### config.mk
export PLATFORM = sky130hd
export DESIGN_NAME = flit_demux_1to2
export DESIGN_NICKNAME = d
export VERILOG_FILES = /design/src/rtl/flit_demux_1to2.sv
export SDC_FILE = /design/constraint.sdc
export NUM_CORES = 1
export LEC_CHECK = 0
export ABC_AREA = 1
export ABC_CLOCK_PERIOD_IN_PS = 1700
export BUFFER_PORTS_ARGS = -buffer_cell sky130_fd_sc_hd__buf_4
export CORE_UTILIZATION = 52
export CTS_BUF_LIST = sky130_fd_sc_hd__clkbuf_2
export CTS_CLUSTER_SIZE = 25
export DETAILED_ROUTE_END_ITERATION = 7
export PLACE_DENSITY = 0.82
export SETUP_SLACK_MARGIN = 0.5
export SLEW_MARGIN = 40
export SYNTH_ARGS = -nofsm -noshare
export SYNTH_HDL_FRONTEND = slang
export SYNTH_SLANG_ARGS = --single-unit
### constraint.sdc
create_clock -name clk -period 1.7 [get_ports clk]
set_input_delay 0.085 -clock clk [delete_from_list [all_inputs] [get_ports clk]]
set_output_delay 0.085 -clock clk [all_outputs]
set_load 0.03 [all_outputs]
### src/rtl/flit_demux_1to2.sv
// Packet-aware 1:2 flit demultiplexer.
// The HEAD flit picks the output port, and every flit up to the TAIL follows it through a one-flit register per port.
module flit_demux_1to2 #(
    parameter int DATAW   = 66,
    parameter int VCHW    = 2,
    parameter int DST_BIT = 0,
    parameter int CNTW    = 16
) (
    input  logic             clk,
    input  logic             rst,
    input  logic [DATAW-1:0] idata,
    input  logic             ivalid,
    input  logic [VCHW-1:0]  ivch,
    output logic             iready,
    output logic [DATAW-1:0] odata_0,
    output logic             ovalid_0,
    output logic [VCHW-1:0]  ovch_0,
    input  logic             oready_0,
    output logic [DATAW-1:0] odata_1,
    output logic             ovalid_1,
    output logic [VCHW-1:0]  ovch_1,
    input  logic             oready_1,
    output logic [CNTW-1:0]  pkts_0,
    output logic [CNTW-1:0]  pkts_1,
    output logic             err
);

    localparam logic [1:0] T_NONE = 2'b00;
    localparam logic [1:0] T_HEAD = 2'b01;
    localparam logic [1:0] T_TAIL = 2'b10;
    localparam logic [1:0] T_DATA = 2'b11;

    typedef enum logic {
        S_IDLE = 1'b0,
        S_PKT  = 1'b1
    } state_t;

    state_t      r_state;
    logic        r_route;

    logic [1:0]  w_type;
    logic        w_tgt;
    logic        w_tgt_free;
    logic        w_iready;
    logic        w_acc;
    logic        w_fwd;
    logic        w_load_0;
    logic        w_load_1;
    logic        w_tail_0;
    logic        w_tail_1;

    assign w_type = idata[DATAW-1 -: 2];
    assign iready = w_iready;

    // The target port is the held route inside a packet, or the HEAD's destination bit when idle.
    always_comb begin
        w_tgt      = (r_state == S_PKT) ? r_route : idata[DST_BIT];
        w_tgt_free = w_tgt ? (~ovalid_1 | oready_1) : (~ovalid_0 | oready_0);
        if (rst) begin
            w_iready = 1'b0;
        end else if (r_state == S_PKT) begin
            w_iready = w_tgt_free;
        end else if (ivalid && (w_type == T_HEAD)) begin
            w_iready = w_tgt_free;
        end else begin
            w_iready = 1'b1;
        end
        w_acc = ivalid & w_iready;
        if (r_state == S_PKT) begin
            w_fwd = w_acc & (w_type != T_NONE);
        end else begin
            w_fwd = w_acc & (w_type == T_HEAD);
        end
        w_load_0 = w_fwd & ~w_tgt;
        w_load_1 = w_fwd & w_tgt;
        w_tail_0 = ovalid_0 & oready_0 & (odata_0[DATAW-1 -: 2] == T_TAIL);
        w_tail_1 = ovalid_1 & oready_1 & (odata_1[DATAW-1 -: 2] == T_TAIL);
    end

    // Route/packet state and the sticky protocol-error flag.
    always_ff @(posedge clk) begin
        if (rst) begin
            r_state <= S_IDLE;
            r_route <= 1'b0;
            err     <= 1'b0;
        end else if (w_acc) begin
            case (r_state)
                S_IDLE: begin
                    case (w_type)
                        T_HEAD: begin
                            r_state <= S_PKT;
                            r_route <= idata[DST_BIT];
                        end
                        T_DATA, T_TAIL: err <= 1'b1;
                        default: ;
                    endcase
                end
                S_PKT: begin
                    case (w_type)
                        T_TAIL:  r_state <= S_IDLE;
                        T_HEAD:  err <= 1'b1;
                        default: ;
                    endcase
                end
                default: r_state <= S_IDLE;
            endcase
        end
    end

    // Port 0 flit buffer: a load may coincide with the drain of the previous flit.
    always_ff @(posedge clk) begin
        if (rst) begin
            odata_0  <= {DATAW{1'b0}};
            ovch_0   <= {VCHW{1'b0}};
            ovalid_0 <= 1'b0;
        end else if (w_load_0) begin
            odata_0  <= idata;
            ovch_0   <= ivch;
            ovalid_0 <= 1'b1;
        end else if (oready_0) begin
            ovalid_0 <= 1'b0;
        end
    end

    // Port 1 flit buffer.
    always_ff @(posedge clk) begin
        if (rst) begin
            odata_1  <= {DATAW{1'b0}};
            ovch_1   <= {VCHW{1'b0}};
            ovalid_1 <= 1'b0;
        end else if (w_load_1) begin
            odata_1  <= idata;
            ovch_1   <= ivch;
            ovalid_1 <= 1'b1;
        end else if (oready_1) begin
            ovalid_1 <= 1'b0;
        end
    end

    // Saturating delivered-packet counters, stepped by TAIL handshakes on each port.
    always_ff @(posedge clk) begin
        if (rst) begin
            pkts_0 <= {CNTW{1'b0}};
            pkts_1 <= {CNTW{1'b0}};
        end else begin
            if (w_tail_0 && (pkts_0 != {CNTW{1'b1}})) begin
                pkts_0 <= pkts_0 + {{(CNTW-1){1'b0}}, 1'b1};
            end
            if (w_tail_1 && (pkts_1 != {CNTW{1'b1}})) begin
                pkts_1 <= pkts_1 + {{(CNTW-1){1'b0}}, 1'b1};
            end
        end
    end

endmodule

==> flow_metrics.py <==
metrics = {
    "grt": {
        "grt_max_degree": 69,
        "grt_overflow": 0,
        "antenna_found_initial": 1,
        "grt_pass1_wl_um": 42320,
        "grt_pass1_vias": 8730,
        "groute.usage.overall": 0.3737,
    },
    "critical_path": {
        "critical_path.cell_chain": "ha_4, nand2_2, nor3_4, nand3_2, nor2_4, buf_6, nand3_2, a21oi_2",
        "cp_data_arrival_time_ns": 2.65,
        "critPathKind": "register to register",
        "critical-path-max-stage-delay_ns": 0.44,
        "cp_slowest_cell": "dfxtp_4",
        "worstPathRequired_ns": 2.43,
        "worst_path_most_repeated_cell": "nand3_2",
        "crit_path_end": "pkts_1[14]",
        "crit_start": "pkts_1[0]",
        "r2r-end": "pkts_1[14]",
        "r2r_setup_slack_ns": -0.22,
        "cp-end-kind": "register",
        "crit_path_max_fanout": 4,
        "start_kind": "register",
        "worstReg2RegStart": "pkts_1[0]",
        "worstRegToRegCells": 8,
    },
    "power": {
        "netSwitchingFraction": 0.2917,
        "intPower_mw": 5.458,
        "comb_power_share": 0.152,
        "power.leakage_nw": 5.716,
        "clock_power_share": 0.308,
        "powerDensity_mw_per_mm2": 637.1,
        "p_switching_mw": 2.247,
        "vdd_ir_drop_max_v": 0.0006670,
        "seqPwrFrac": 0.541,
    },
    "floorplan": {
        "core_mm2": 0.01345,
        "io_pins": 245,
        "std_cell_rows": 42,
        "die_w_um": 120.3,
        "initial_core_util": 0.5411,
        "die_area_mm2": 0.01448,
        "die_y_um": 120.3,
    },
    "synthesis": {
        "synth_fp_nets": 1178,
        "ys_top_cells_by_count": "nand2_1, nor2_1, dfxtp_1",
        "ys_dominant_reg_cell": "dfxtp_1",
        "synth.distinct_cells": 25,
        "async_reset_ff_frac": 0,
        "ys_ff_latch": 173,
        "yosysWarnings": 0,
        "synth_area_per_cell_um2": 6.600,
        "syn_area_mm2": 0.007279,
        "synth_area_leaders": "dfxtp_1, nand2_1, nor2_1",
        "ys_seq_area_frac": 0.4758,
        "synth_top_area_frac": 0.4758,
        "synth_edf_count": 0,
        "yosysMostFrequentCell": "nand2_1",
        "syn-instance-count": 1103,
        "synth.largest_area_cell": "dfxtp_1",
    },
    "clock_network": {
        "insertion_delay_ns": 0.79,
        "cts-root-buf": "clkbuf_2",
        "htreeDepth": 4,
        "cts_tree": "yes",
        "cts_buffers": 17,
        "clk_path_buf_depth": 2,
        "clk_pin_slew_ns": 0.27,
        "cts_num_sinks": 173,
    },
    "drt": {
        "first_pass_iters": 5,
        "drt_iter0_drc": 1060,
        "antenna_left": 0,
        "vias": 9160,
        "vias_per_cell": 5.475,
        "wl_um": 31330,
        "wl_per_cell_um": 18.73,
        "drc_errors": 0,
    },
    "cells_and_area": {
        "stdcell_count": 1673,
        "area_growth_pct": 66.12,
        "layout-drive-gt1-share": 0.3456,
        "fin_nets": 1558,
        "fillers": 570,
    },
    "placement": {
        "gp_congestion": 0.8827,
        "io_buffers": 244,
        "dp_cells": 1496,
        "hpwl_um": 13940,
    },
    "sta": {
        "tightestPinTransition_ns": 0.5232,
        "post-route-period-util": 1.128,
        "rsz0062_at_grt": "yes",
        "drv_slew": 0,
        "hold_ws_ns": -0.3924,
        "relSlewSlack": 0.6512,
        "finalSetupViolCount": 136,
        "fmax_ghz": 0.5216,
        "hold_violations": 3,
        "min_period_ns": 1.917,
        "clock_skew_ns": 0.02880,
        "layout_setup_ws_ns": -0.2171,
    },
    "status": {
        "violations": "negative hold slack, negative setup slack",
        "status": "finished, violations left",
    },
    "worst_hold_path": {
        "hp-class": "input port to register",
    },
    "job": {
        "maxCapViolCount": 0,
    },
}
flip-flops by register name, indices dropped and copies added (netlist names):
name and count:
err 1, odata_0 66, odata_1 66, ovalid_0 1, ovalid_1 1, ovch_0 2
ovch_1 2, pkts_0 16, pkts_1 16, r_route 1, r_state 1
final cells by class:
| cell class | instances | area [um2] | share of cell area |
|---|---|---|---|
| antenna | 1 | 2.502 | 0.0002069 |
| clock buffer | 18 | 90.09 | 0.007450 |
| clock inverter | 14 | 166.4 | 0.01376 |
| inverter | 109 | 437.9 | 0.03621 |
| multi-input combinational | 773 | 3649 | 0.3017 |
| sequential | 173 | 3603 | 0.2980 |
| tap | 176 | 220.2 | 0.01821 |
| timing repair buffer | 408 | 3918 | 0.3240 |
| timing repair inverter | 1 | 6.256 | 0.0005173 |
placed cells by master (no fill, tap or decap), types with 5 or more instances in the layout:
| master | instances |
|---|---|
| nand2_1 | 324 |
| nor2_1 | 303 |
| buf_4 | 246 |
| dfxtp_1 | 117 |
| inv_1 | 101 |
| dlygate4sd3_1 | 72 |
| buf_6 | 61 |
| dfxtp_2 | 28 |
| dfxtp_4 | 28 |
| nand2_2 | 21 |
| clkbuf_2 | 18 |
| buf_12 | 17 |
| a21oi_1 | 15 |
| nand3_2 | 11 |
| nand3_1 | 11 |
| nor2_4 | 9 |
| a21oi_2 | 8 |
| nor3_2 | 8 |
| o21ai_1 | 7 |
| nor3_4 | 7 |
| o21ai_0 | 7 |
| buf_16 | 7 |
| xor2_1 | 6 |
| nand3_4 | 5 |
| nand2_4 | 5 |
worst min path at each step:
stage                         start          to  slack (ns)  depth (start not counted)
final                      idata[0]  odata_0[0]       -0.39                          3
after global placement    idata[64]     r_state        0.35                          3
after global routing       idata[0]  odata_1[0]       -0.47                          3
after detailed placement  idata[64]     r_state        0.35                          3
after CTS                  idata[0]  odata_0[0]       -0.43                          3
after floorplan            idata[0]  odata_0[0]        0.22                          2
repair_timing:
| item | 4_1_cts | 5_1_grt |
|---|---|---|
| gates cloned | 11 | 2 |
| setup endpoints to repair | 344 | 344 |
| pin swaps | 32 | 23 |
| buffers inserted | 44 | 15 |
| hold buffers | 71 | 1 |
| endpoints found under the hold margin | 164 | 14 |
| gates resized for setup | 176 | 34 |
metal layers:
metal | GRT usage | share of wire | vias up | wire length (um)
met5 | 0 | 0 | - | 0
met4 | 0.2400 | 0.082 | 0 | 2558
met3 | 0.1085 | 0.10 | 246 | 3207
met2 | 0.6527 | 0.48 | 711 | 15040
met1 | 0.3920 | 0.34 | 4136 | 10530
li1 | - | - | 4067 | -
worst max-delay path, delay by kind of cell, from the launching register on:
kind	cells	cell delay [ns]
AO/OA/AOI/OAI	1	0.12
adder cells (fa/ha/maj)	1	0.18
flip-flops	1	0.44
buffers and inverters	1	0.14
AND/OR/NAND/NOR	5	0.95
power by group through the flow:
stage | Sequential, mW | Combinational, mW | Clock (mW)
2_1_floorplan | 4.42 | 0.353 | 0
3_3_place_gp | 4.26 | 0.871 | 0
3_5_place_dp | 4.26 | 0.887 | 0
4_1_cts | 4.16 | 1.08 | 2.32
5_1_grt | 4.18 | 1.24 | 2.54
6_report | 4.17 | 1.17 | 2.37
cell families after synthesis:
logic type | synth area share
AO/OA/AOI/OAI | 0.03266
XOR/XNOR | 0.01203
adder cells (fa/ha/maj) | 0.003437
buffers and inverters | 0.09196
flip-flops | 0.4758
AND/OR/NAND/NOR | 0.3842
per-stage QoR:
| stage | worst slack [ns] | cell area [um2] | util | TNS, ns | power (mW) |
|---|---|---|---|---|---|
| floorplan | 0.2558 | 7540 | - | 0 | 4.775 |
| global placement | 0.09499 | 9598 | 0.7134 | 0 | 5.129 |
| detailed placement | 0.02480 | 9598 | 0.7134 | 0 | 5.147 |
| CTS | -0.1211 | 11770 | 0.8752 | -1.047 | 7.553 |
| global route | -0.3991 | 12090 | 0.8989 | -23.53 | 7.953 |
| finish | -0.2171 | 12090 | 0.8989 | -12.14 | 7.705 |
(Power assumes the default switching activity.)
